[src/rtl/hazard_pkg.sv]
// Shared constants for the pipeline hazard/stall controller: FSM encoding,
// register-field width, stall lengths and the source-register match helper.
package hazard_pkg;

   localparam logic [1:0] RUN      = 2'd0;
   localparam logic [1:0] STALL    = 2'd1;
   localparam logic [1:0] MEM_WAIT = 2'd2;

   localparam int REG_W = 5;

   localparam logic [1:0] LOAD_USE_STALLS    = 2'd1;
   localparam logic [1:0] BRANCH_LOAD_STALLS = 2'd2;

   // $zero never carries a dependency; rt only counts when the ID instruction reads it
   function automatic logic srcMatch(input logic [REG_W-1:0] dst,
                                     input logic [REG_W-1:0] rs,
                                     input logic [REG_W-1:0] rt,
                                     input logic             usesRt);
      return (dst != '0) && ((dst == rs) || (usesRt && (dst == rt)));
   endfunction

endpackage

[src/rtl/hazard_stall_controller_if.sv]
// Pipeline-side signal bundle of the hazard controller: ID/EX/MEM fields and
// flags toward the controller, stall/flush/freeze controls back to the datapath.
interface hazard_stall_controller_if;
   import hazard_pkg::*;

   logic [REG_W-1:0] ID_rs;
   logic [REG_W-1:0] ID_rt;
   logic             ID_UsesRt;
   logic             ID_Branch;
   logic             BranchTaken;
   logic             EX_MemRead;
   logic             EX_RegWrite;
   logic [REG_W-1:0] EX_WriteReg;
   logic             MEM_MemRead;
   logic [REG_W-1:0] MEM_WriteReg;
   logic             MemReq;
   logic             MemReady;

   logic             PCWrite;
   logic             IFIDWrite;
   logic             IDEXBubble;
   logic             IFIDFlush;
   logic             PipeFreeze;
   logic             MemTimeout;

   modport master (
      output ID_rs, ID_rt, ID_UsesRt, ID_Branch, BranchTaken,
             EX_MemRead, EX_RegWrite, EX_WriteReg, MEM_MemRead, MEM_WriteReg,
             MemReq, MemReady,
      input  PCWrite, IFIDWrite, IDEXBubble, IFIDFlush, PipeFreeze, MemTimeout
   );

   modport slave (
      input  ID_rs, ID_rt, ID_UsesRt, ID_Branch, BranchTaken,
             EX_MemRead, EX_RegWrite, EX_WriteReg, MEM_MemRead, MEM_WriteReg,
             MemReq, MemReady,
      output PCWrite, IFIDWrite, IDEXBubble, IFIDFlush, PipeFreeze, MemTimeout
   );

endinterface

[src/rtl/hazard_detect.sv]
// Combinational hazard classifier: decides whether the ID instruction must
// stall and for how many cycles, given the EX and MEM destination registers.
module hazard_detect
   import hazard_pkg::*;
(
   input  logic [REG_W-1:0] idRs,
   input  logic [REG_W-1:0] idRt,
   input  logic             idUsesRt,
   input  logic             idBranch,
   input  logic             exMemRead,
   input  logic             exRegWrite,
   input  logic [REG_W-1:0] exWriteReg,
   input  logic             memMemRead,
   input  logic [REG_W-1:0] memWriteReg,
   output logic             hazard,
   output logic [1:0]       stallCnt
);

   logic exMatch;
   logic memMatch;

   always_comb begin
      exMatch  = srcMatch(exWriteReg, idRs, idRt, idUsesRt);
      memMatch = srcMatch(memWriteReg, idRs, idRt, idUsesRt);
      stallCnt = 2'd0;
      // a branch behind a load in EX waits for the load to clear MEM
      if (idBranch && exMemRead && exMatch)
         stallCnt = BRANCH_LOAD_STALLS;
      else if ((exMemRead && exMatch) ||
               (idBranch && exRegWrite && !exMemRead && exMatch) ||
               (idBranch && memMemRead && memMatch))
         stallCnt = LOAD_USE_STALLS;
   end

   assign hazard = (stallCnt != 2'd0);

endmodule

[src/rtl/hazard_stall_controller.sv]
// Hazard/stall sequencer for the 5-stage pipeline: load-use and branch stalls,
// taken-branch flush, memory-wait freeze with timeout. Define HAZARD_PERF_CNT_EN
// to add saturating StallCycles/FlushCount/FreezeCycles counters.
module hazard_stall_controller
   import hazard_pkg::*;
#(
   parameter int MEM_TIMEOUT = 16,
   parameter int TO_W        = 5
) (
   input  logic                      Clk,
   input  logic                      Reset,
   hazard_stall_controller_if.slave  hz
`ifdef HAZARD_PERF_CNT_EN
   ,
   output logic [31:0]               StallCycles,
   output logic [31:0]               FlushCount,
   output logic [31:0]               FreezeCycles
`endif
);

   logic [1:0]      state, nextState;
   logic [1:0]      retState, nextRetState;
   logic [1:0]      stallCnt, nextStallCnt;
   logic [1:0]      detCnt;
   logic [TO_W-1:0] timeoutCnt, nextTimeoutCnt;
   logic            memTimeoutQ, nextMemTimeout;
   logic            hazard, memMiss, timeoutHit;
   logic            pcWrite, ifidWrite, bubble, flush, freeze;

   hazard_detect uDetect (
      .idRs        (hz.ID_rs),
      .idRt        (hz.ID_rt),
      .idUsesRt    (hz.ID_UsesRt),
      .idBranch    (hz.ID_Branch),
      .exMemRead   (hz.EX_MemRead),
      .exRegWrite  (hz.EX_RegWrite),
      .exWriteReg  (hz.EX_WriteReg),
      .memMemRead  (hz.MEM_MemRead),
      .memWriteReg (hz.MEM_WriteReg),
      .hazard      (hazard),
      .stallCnt    (detCnt)
   );

   assign memMiss    = hz.MemReq && !hz.MemReady;
   assign timeoutHit = (timeoutCnt == TO_W'(MEM_TIMEOUT - 1));

   always_comb begin
      nextState      = state;
      nextRetState   = retState;
      nextStallCnt   = stallCnt;
      nextTimeoutCnt = timeoutCnt;
      nextMemTimeout = memTimeoutQ;
      pcWrite        = 1'b1;
      ifidWrite      = 1'b1;
      bubble         = 1'b0;
      flush          = 1'b0;
      freeze         = 1'b0;
      case (state)
         RUN: begin
            if (memMiss) begin
               freeze         = 1'b1;
               pcWrite        = 1'b0;
               ifidWrite      = 1'b0;
               nextState      = MEM_WAIT;
               nextRetState   = RUN;
               nextTimeoutCnt = '0;
            end else if (hazard) begin
               pcWrite   = 1'b0;
               ifidWrite = 1'b0;
               bubble    = 1'b1;
               if (detCnt == BRANCH_LOAD_STALLS) begin
                  nextStallCnt = detCnt - 2'd1;
                  nextState    = STALL;
               end
            end else if (hz.ID_Branch && hz.BranchTaken) begin
               flush = 1'b1;
            end
         end
         STALL: begin
            if (memMiss) begin
               freeze         = 1'b1;
               pcWrite        = 1'b0;
               ifidWrite      = 1'b0;
               nextState      = MEM_WAIT;
               nextRetState   = STALL;
               nextTimeoutCnt = '0;
            end else begin
               // branch operands are still in flight, so BranchTaken is not trusted here
               pcWrite      = 1'b0;
               ifidWrite    = 1'b0;
               bubble       = 1'b1;
               nextStallCnt = (stallCnt == 2'd0) ? 2'd0 : stallCnt - 2'd1;
               if (stallCnt <= 2'd1)
                  nextState = RUN;
            end
         end
         MEM_WAIT: begin
            pcWrite   = 1'b0;
            ifidWrite = 1'b0;
            freeze    = !hz.MemReady;
            if (hz.MemReady) begin
               nextState = retState;
            end else if (timeoutHit) begin
               nextState      = RUN;
               nextStallCnt   = 2'd0;
               nextMemTimeout = 1'b1;
            end else begin
               nextTimeoutCnt = timeoutCnt + 1'b1;
            end
         end
         default: nextState = RUN;
      endcase
      // reset values must show immediately, not only after the registers settle
      if (!Reset) begin
         pcWrite   = 1'b1;
         ifidWrite = 1'b1;
         bubble    = 1'b0;
         flush     = 1'b0;
         freeze    = 1'b0;
      end
   end

   always_ff @(posedge Clk or negedge Reset) begin
      if (!Reset) begin
         state       <= RUN;
         retState    <= RUN;
         stallCnt    <= 2'd0;
         timeoutCnt  <= '0;
         memTimeoutQ <= 1'b0;
      end else begin
         state       <= nextState;
         retState    <= nextRetState;
         stallCnt    <= nextStallCnt;
         timeoutCnt  <= nextTimeoutCnt;
         memTimeoutQ <= nextMemTimeout;
      end
   end

   assign hz.PCWrite    = pcWrite;
   assign hz.IFIDWrite  = ifidWrite;
   assign hz.IDEXBubble = bubble;
   assign hz.IFIDFlush  = flush;
   assign hz.PipeFreeze = freeze;
   assign hz.MemTimeout = memTimeoutQ;

`ifdef HAZARD_PERF_CNT_EN
   always_ff @(posedge Clk or negedge Reset) begin
      if (!Reset) begin
         StallCycles  <= '0;
         FlushCount   <= '0;
         FreezeCycles <= '0;
      end else begin
         if (bubble && (StallCycles != '1))
            StallCycles <= StallCycles + 32'd1;
         if (flush && (FlushCount != '1))
            FlushCount <= FlushCount + 32'd1;
         if (freeze && (FreezeCycles != '1))
            FreezeCycles <= FreezeCycles + 32'd1;
      end
   end
`endif

endmodule

[src/flat_wrapper.sv]
// flat-port wrapper written by rule: the top's interface ports become plain ports
module hazard_stall_controller_flat import hazard_pkg::*;
#(
   parameter int MEM_TIMEOUT = 16,
   parameter int TO_W        = 5
)
  (Clk, Reset, hz_ID_rs, hz_ID_rt, hz_ID_UsesRt, hz_ID_Branch, hz_BranchTaken, hz_EX_MemRead, hz_EX_RegWrite, hz_EX_WriteReg, hz_MEM_MemRead, hz_MEM_WriteReg, hz_MemReq, hz_MemReady, hz_PCWrite, hz_IFIDWrite, hz_IDEXBubble, hz_IFIDFlush, hz_PipeFreeze, hz_MemTimeout);
  hazard_stall_controller_if hz_i ();
  input  logic Clk;
  input  logic Reset;
  input wire logic [$bits(hz_i.ID_rs)-1:0] hz_ID_rs;
  input wire logic [$bits(hz_i.ID_rt)-1:0] hz_ID_rt;
  input wire logic [$bits(hz_i.ID_UsesRt)-1:0] hz_ID_UsesRt;
  input wire logic [$bits(hz_i.ID_Branch)-1:0] hz_ID_Branch;
  input wire logic [$bits(hz_i.BranchTaken)-1:0] hz_BranchTaken;
  input wire logic [$bits(hz_i.EX_MemRead)-1:0] hz_EX_MemRead;
  input wire logic [$bits(hz_i.EX_RegWrite)-1:0] hz_EX_RegWrite;
  input wire logic [$bits(hz_i.EX_WriteReg)-1:0] hz_EX_WriteReg;
  input wire logic [$bits(hz_i.MEM_MemRead)-1:0] hz_MEM_MemRead;
  input wire logic [$bits(hz_i.MEM_WriteReg)-1:0] hz_MEM_WriteReg;
  input wire logic [$bits(hz_i.MemReq)-1:0] hz_MemReq;
  input wire logic [$bits(hz_i.MemReady)-1:0] hz_MemReady;
  output wire logic [$bits(hz_i.PCWrite)-1:0] hz_PCWrite;
  output wire logic [$bits(hz_i.IFIDWrite)-1:0] hz_IFIDWrite;
  output wire logic [$bits(hz_i.IDEXBubble)-1:0] hz_IDEXBubble;
  output wire logic [$bits(hz_i.IFIDFlush)-1:0] hz_IFIDFlush;
  output wire logic [$bits(hz_i.PipeFreeze)-1:0] hz_PipeFreeze;
  output wire logic [$bits(hz_i.MemTimeout)-1:0] hz_MemTimeout;
  assign hz_i.ID_rs = hz_ID_rs;
  assign hz_i.ID_rt = hz_ID_rt;
  assign hz_i.ID_UsesRt = hz_ID_UsesRt;
  assign hz_i.ID_Branch = hz_ID_Branch;
  assign hz_i.BranchTaken = hz_BranchTaken;
  assign hz_i.EX_MemRead = hz_EX_MemRead;
  assign hz_i.EX_RegWrite = hz_EX_RegWrite;
  assign hz_i.EX_WriteReg = hz_EX_WriteReg;
  assign hz_i.MEM_MemRead = hz_MEM_MemRead;
  assign hz_i.MEM_WriteReg = hz_MEM_WriteReg;
  assign hz_i.MemReq = hz_MemReq;
  assign hz_i.MemReady = hz_MemReady;
  assign hz_PCWrite = hz_i.PCWrite;
  assign hz_IFIDWrite = hz_i.IFIDWrite;
  assign hz_IDEXBubble = hz_i.IDEXBubble;
  assign hz_IFIDFlush = hz_i.IFIDFlush;
  assign hz_PipeFreeze = hz_i.PipeFreeze;
  assign hz_MemTimeout = hz_i.MemTimeout;
  hazard_stall_controller #(.MEM_TIMEOUT(MEM_TIMEOUT), .TO_W(TO_W)) u_core (.Clk(Clk), .Reset(Reset), .hz(hz_i));
endmodule
[config.mk]
export PLATFORM = sky130hd
export DESIGN_NAME = hazard_stall_controller_flat
export DESIGN_NICKNAME = d
export VERILOG_FILES = /design/src/rtl/hazard_pkg.sv /design/src/rtl/hazard_stall_controller_if.sv /design/src/rtl/hazard_detect.sv /design/src/rtl/hazard_stall_controller.sv /design/src/flat_wrapper.sv
export SDC_FILE = /design/constraint.sdc
export NUM_CORES = 1
export LEC_CHECK = 0
export BUFFER_PORTS_ARGS = -buffer_cell sky130_fd_sc_hd__buf_2
export CAP_MARGIN = 20
export CORE_ASPECT_RATIO = 1.1
export CORE_MARGIN = 4
export CORE_UTILIZATION = 55
export CTS_BUF_LIST = sky130_fd_sc_hd__clkbuf_4 sky130_fd_sc_hd__clkbuf_8
export DETAILED_ROUTE_END_ITERATION = 8
export GPL_TIMING_DRIVEN = 1
export PLACE_DENSITY_LB_ADDON = 0.05
export SLEW_MARGIN = 10
export SYNTH_ARGS = -nofsm -noshare
export SYNTH_HDL_FRONTEND = slang
export SYNTH_SLANG_ARGS = --single-unit
[constraint.sdc]
create_clock -name Clk -period 4.7 [get_ports Clk]
set_input_delay 0.94 -clock Clk [delete_from_list [all_inputs] [get_ports Clk]]
set_output_delay 0.94 -clock Clk [all_outputs]
set_load 0.005 [all_outputs]
# Yosys cells after proc, flatten, opt, wreduce, memory -nomap -nowiden
# Index checks and enable logic that the tools add are counted.
# op_classes
addsub	3
n_mul	0
div	0
n_lt_le_gt_ge	1
eq_ne	22
shifts	0
mux	41
n_bitwise	1
reduce_logical	35
# ops
op	n
2-to-1 mux 2 bit	16
== test 5 bit	4
2-to-1 mux 1 bit	15
2-to-1 mux 5 bit	3
logical AND 1 bit	14
inequality test 2 x 1 -> 1 bit, second input constant	6
one-hot mux 2 bit (3 select lines)	2
one-hot mux 5 bit (2 select lines)	1
nonzero test 5 bit	2
inequality test 3 x 1 -> 1 bit, second input constant	3
inequality test 2 bit, second input constant	4
AND reduction 4 bit	2
AND reduction 7 bit	1
one-hot mux 1 bit (2 select lines)	3
AND reduction 3 bit	2
nonzero test 2 bit	3
adder 5 x 1 -> 5 bit, second input constant	1
== test 5 x 4 -> 1 bit, second input constant	1
== test 2 bit, second input constant	2
zero test 2 bit	2
logical OR 1 bit	4
one-hot mux 2 bit (2 select lines)	1
OR reduction 2 bit	2
subtractor 2 x 1 -> 2 bit, second input constant	2
other kinds (6)	7
# totals
register_bits	12
latchBits	0
mem_bits_rw	0
rom_bits	0
inputBits	30
output_inout_bits	6
n_memories	0

# Logic depth before layout (Yosys ltp)
# logic_depth
depth_word	14
depth_mapped	8

# Cells and area by module
# From an unflattened synthesis, not the netlist that was laid out.
# unflattened
hier_cells	135
hier_area_um2	1094.8
# modules_own_cells
mod	instances	cells_each	area_per_inst_um2
hazard_stall_controller	1	92	803.3
hazard_detect	1	43	291.5

# Least setup slack after synthesis
# OpenSTA, ideal clock, no wires.
# synth_timing
kind	input-to-output
start	input port hz_EX_WriteReg[4]
end	output port hz_PCWrite
t_arrival_ps	2112
required_ps	3760
slack_ps	1648
stages	7
path_buffers	1
cell_sequence	xnor2_1 nand3_1 o32ai_2 nand4_1 nand3_1 o221ai_1 buf_4
# synth_via
elab_chain_cells	14
elab_cells_between_ends	18
classes_between	eq/ne (2); mux (6); reduce/logical (10)
# synth_rtl
element	line_no	rtl
from (decl)	flat_wrapper.sv:18	input wire logic [$bits(hz_i.EX_WriteReg)-1:0] hz_EX_WriteReg;
== test 5 bit	hazard_pkg.sv:19	return (dst != '0) && ((dst == rs) || (usesRt && (dst == rt)));
logical AND 1 bit	hazard_pkg.sv:19	
logical OR 1 bit	hazard_pkg.sv:19	
logical AND 1 bit *	hazard_pkg.sv:19	
logical AND 1 bit, on equally long branches	hazard_detect.sv:29, hazard_detect.sv:30	
logical OR 1 bit	hazard_detect.sv:29	else if ((exMemRead && exMatch) ||
logical OR 1 bit	hazard_detect.sv:30	(idBranch && exRegWrite && !exMemRead && exMatch) ||
2-to-1 mux 1 bit	hazard_detect.sv:29	
2-to-1 mux 2 bit *	hazard_detect.sv:27	if (idBranch && exMemRead && exMatch)
nonzero test 2 bit *	hazard_detect.sv:35	assign hazard = (stallCnt != 2'd0);
2-to-1 mux 1 bit * (2 in series)	n/a	
one-hot mux 1 bit (2 select lines) *	n/a	
2-to-1 mux 1 bit *	n/a	
to (decl)	flat_wrapper.sv:23	output wire logic [$bits(hz_i.PCWrite)-1:0] hz_PCWrite;
# Mark *: on every way between the ends. The rest lies on a longest branch, timed or not.

# Worst setup path after layout
# layout_timing
start	input port hz_EX_WriteReg[3]
end	output port hz_IFIDWrite
# layout_via
elab_chain_cells	14
elab_cells_between_ends	18
classes_between	eq/ne (2); mux (6); reduce/logical (10)
# layout_rtl
element	line_no	rtl
== test 5 bit	hazard_pkg.sv:19	
logical AND 1 bit	hazard_pkg.sv:19	
logical OR 1 bit	hazard_pkg.sv:19	
logical AND 1 bit *	hazard_pkg.sv:19	
logical AND 1 bit, on equally long branches	hazard_detect.sv:29, hazard_detect.sv:30	
logical OR 1 bit	hazard_detect.sv:29	
logical OR 1 bit	hazard_detect.sv:30	
2-to-1 mux 1 bit	hazard_detect.sv:29	
2-to-1 mux 2 bit *	hazard_detect.sv:27	
nonzero test 2 bit *	hazard_detect.sv:35	
2-to-1 mux 1 bit *	hazard_stall_controller.sv:67	end else if (hazard) begin
2-to-1 mux 1 bit *	hazard_stall_controller.sv:60	if (memMiss) begin
one-hot mux 1 bit (2 select lines) *	hazard_stall_controller.sv:58	case (state)
2-to-1 mux 1 bit *	hazard_stall_controller.sv:114	if (!Reset) begin
to (decl)	flat_wrapper.sv:24	output wire logic [$bits(hz_i.IFIDWrite)-1:0] hz_IFIDWrite;
# Marked as above.

==> flow_summary.ini <==
[final_layout]
finalInstanceArea_um2 = 1260
num_antenna_cells = 0
regArea_um2 = 275
fillers = 152
multiInputGateArea_um2 = 722
synthToLayoutAreaGrowth_pct = 20.3
layout-drive-gt1-share_pct = 25.9
nNetsFinal = 199

[timing]
fin_setup_tns_ps = 0
relSlewSlack_pct = 58.8
fmax_mhz = 298
setup_slack_ps = 1340
worst_slew_pin_slew_ps = 616
hold_viol_final = 0
fin_crit_sh_pct = 71.5
setup_viol = 0
slew_violations = 0
fin_skew_ps = 2.35
fin_hold_ws_ps = 497
min_period_ps = 3360
rsz0062_at_grt = no

[synthesis]
synth_nets = 162
synth_flop_cell = dfrtp_1
yosys-top-cells-area = dfrtp_1 26%, xnor2_1 11%, ha_1 7.2%
synth_warnings = 0
async_flop_share_pct = 100
synthTopCellsByCount = 13 x xnor2_1, 12 x nand2_1, 11 x dfrtp_1, 10 x o21ai_0, 8 x inv_1
synth.cell_area_um2 = 1050
yosys.cell_count.top_type = xnor2_1
post_synth_num_cell_types = 39
postSynthAreaPerCell_um2 = 8.30
ys_seq_elements = 11
synth_top_area_share_pct = 26.3
synth_top_area_cell = dfrtp_1
syn_inst = 126
synth_edf_count = 0
ys_seq_area_share_pct = 26.3

[worst_setup_path]
cp_data_arrival_time_ps = 2420
critPathLaunchType = input pin
r2r_end = u_core.timeoutCnt[3]$_DFFE_PN0P_
critical_path_class = input pin to output pin
crit_required_ps = 3760
end_kind = output pin
crit_fanout = 5
worst_r2r_path_depth = 7
rrSetupSlack_ps = 2650
r2r_start = u_core.state[0]$_DFFE_PN0P_

[clock_tree]
insertion_delay_ps = 270
ctsLongestPathBuffers = 2
postCtsSetupRepairBufs = 0
cts_root_buf = clkbuf_4
htreeDepth = 1
clk_pin_slew_worst_paths_ps = 60
tritoncts = done
post_cts_resize_count = 0
cts.sinks = 11
numCtsBuffers = 3
cts_hold_buf = 0

[min_path]
min_path_cells = 1
min_delay_worst_endpoint = u_core.hz.MemTimeout$_DFFE_PN0P_
hp-class = register to register
min_from = u_core.hz.MemTimeout$_DFFE_PN0P_

[pwr]
ir_drop_uv = 255
p_per_area_nw_per_um2 = 318
leakage_nw = 0.598

[drt]
post_drt_wl_per_cell_um = 14.4
drt_iter0_markers = 25
drcViolationCount = 0
viasPerCell = 6.13
via_count = 1104
wl_mm = 2.60
ant_nets = 0
drtPass1Iterations = 5

[die]
start_util_pct = 58.1
die_w_um = 49.6
rows = 16
dieArea_um2 = 2660
core_um2 = 1800
die_h_um = 53.7
boundaryPins = 36

[placement]
dp_hpwl_mm = 2.09
place_congestion = 0.857
post-place-ws_ps = 1380
numPortBuffers = 35
place_area_um2 = 1230

[run_status]
run_status = finished clean

[global_route]
grt_pass1_wl_mm = 4.60
grt_pass1_vias = 1065
antenna_found_initial = 0
grt_remaining_overflow = 0
grt_start_max_net_pins = 16
gr-usage-all-layers_pct = 22.9

[job]
cap_violations = 0
-- metrics by stage --
stage          instances  utilization, %  total power, mW
3_5_place_dp         176            68.2            0.331
4_1_cts              180            69.9            0.405
5_1_grt              180            69.9            0.442
2_1_floorplan        126               -            0.273
3_3_place_gp         176            68.2            0.326
6_report             180            69.9            0.401
-- area by class of cell --
class	count	area share, %
Sequential cell	11	21.9
Inverter	9	2.68
Timing Repair Buffer	35	13.9
Tap cell	18	1.79
Clock buffer	4	2.39
Multi-Input combinational cell	103	57.4
-- worst max-delay path, cell delays in order --
cell and delay (ps):
buf_2 120, xnor2_1 170, nand3_1 110, o32ai_2 350, nand4_1 260, nand3_1 180
o221ai_1 120, buf_2 160
-- metal layers --
metal / up-vias / track usage (%) / routed length, um
li1: 537 / - / -
met1: 516 / 24.8 / 1010
met2: 39 / 39.6 / 1320
met3: 12 / 7.76 / 176
met4: 0 / 13.4 / 96
met5: - / 0 / 0
-- state kept, by name (all words and copies together), names as in the netlist --
| name | count |
|---|---|
| u_core.timeoutCnt | 5 |
| u_core.stallCnt | 2 |
| u_core.state | 2 |
| u_core.hz.MemTimeout | 1 |
| u_core.retState | 1 |
-- worst max-delay path by stage --
stage | startpoint | endpoint | slack [ps] | cells after the start
detailed placement | hz_EX_WriteReg[3] | hz_PCWrite | 1380 | 8
CTS | hz_EX_WriteReg[3] | hz_PCWrite | 1350 | 8
global placement | hz_EX_WriteReg[3] | hz_PCWrite | 1430 | 8
finish | hz_EX_WriteReg[3] | hz_IFIDWrite | 1340 | 8
global route | hz_EX_WriteReg[3] | hz_IFIDWrite | 1190 | 8
floorplan | hz_EX_WriteReg[4] | hz_PCWrite | 1650 | 7
-- cells in the final DEF, fill, tap and decap left out, types with 2 or more instances in the layout --
cell type | netlist | routed
o211ai_1 | 2 | 2
buf_2 | 0 | 35
o221ai_1 | 2 | 2
and3_1 | 2 | 2
a22o_1 | 3 | 3
a21oi_1 | 4 | 4
o21ai_0 | 10 | 10
nand2_1 | 12 | 12
xor2_1 | 4 | 4
o31ai_1 | 2 | 2
nor3_1 | 4 | 4
nor2_1 | 2 | 2
nand4_1 | 3 | 3
ha_1 | 6 | 6
inv_1 | 8 | 8
nand2b_1 | 6 | 6
nor2b_1 | 2 | 2
nor4_1 | 2 | 2
dfrtp_1 | 11 | 11
clkbuf_4 | 0 | 4
nand3_1 | 7 | 7
o32ai_2 | 2 | 2
xnor2_1 | 13 | 13
-- cells by family after synthesis --
kind of cell / share of synthesized area [%]
fa+ha+maj: 7.18
simple gates: 22.8
buf+inv: 4.67
flops: 26.3
xor+xnor: 14.2
compound gates: 24.8
-- power by group --
| group | switching (mW) | leakage (nW) | internal (mW) | total [mW] |
|---|---|---|---|---|
| sequential | 0.0201 | 0.147 | 0.119 | 0.139 |
| combinational | 0.114 | 0.433 | 0.0776 | 0.192 |
| clock | 0.0310 | 0.0184 | 0.0386 | 0.0696 |
| total | 0.165 | 0.598 | 0.235 | 0.401 |
No activity file was read; power rests on OpenSTA's default activity.
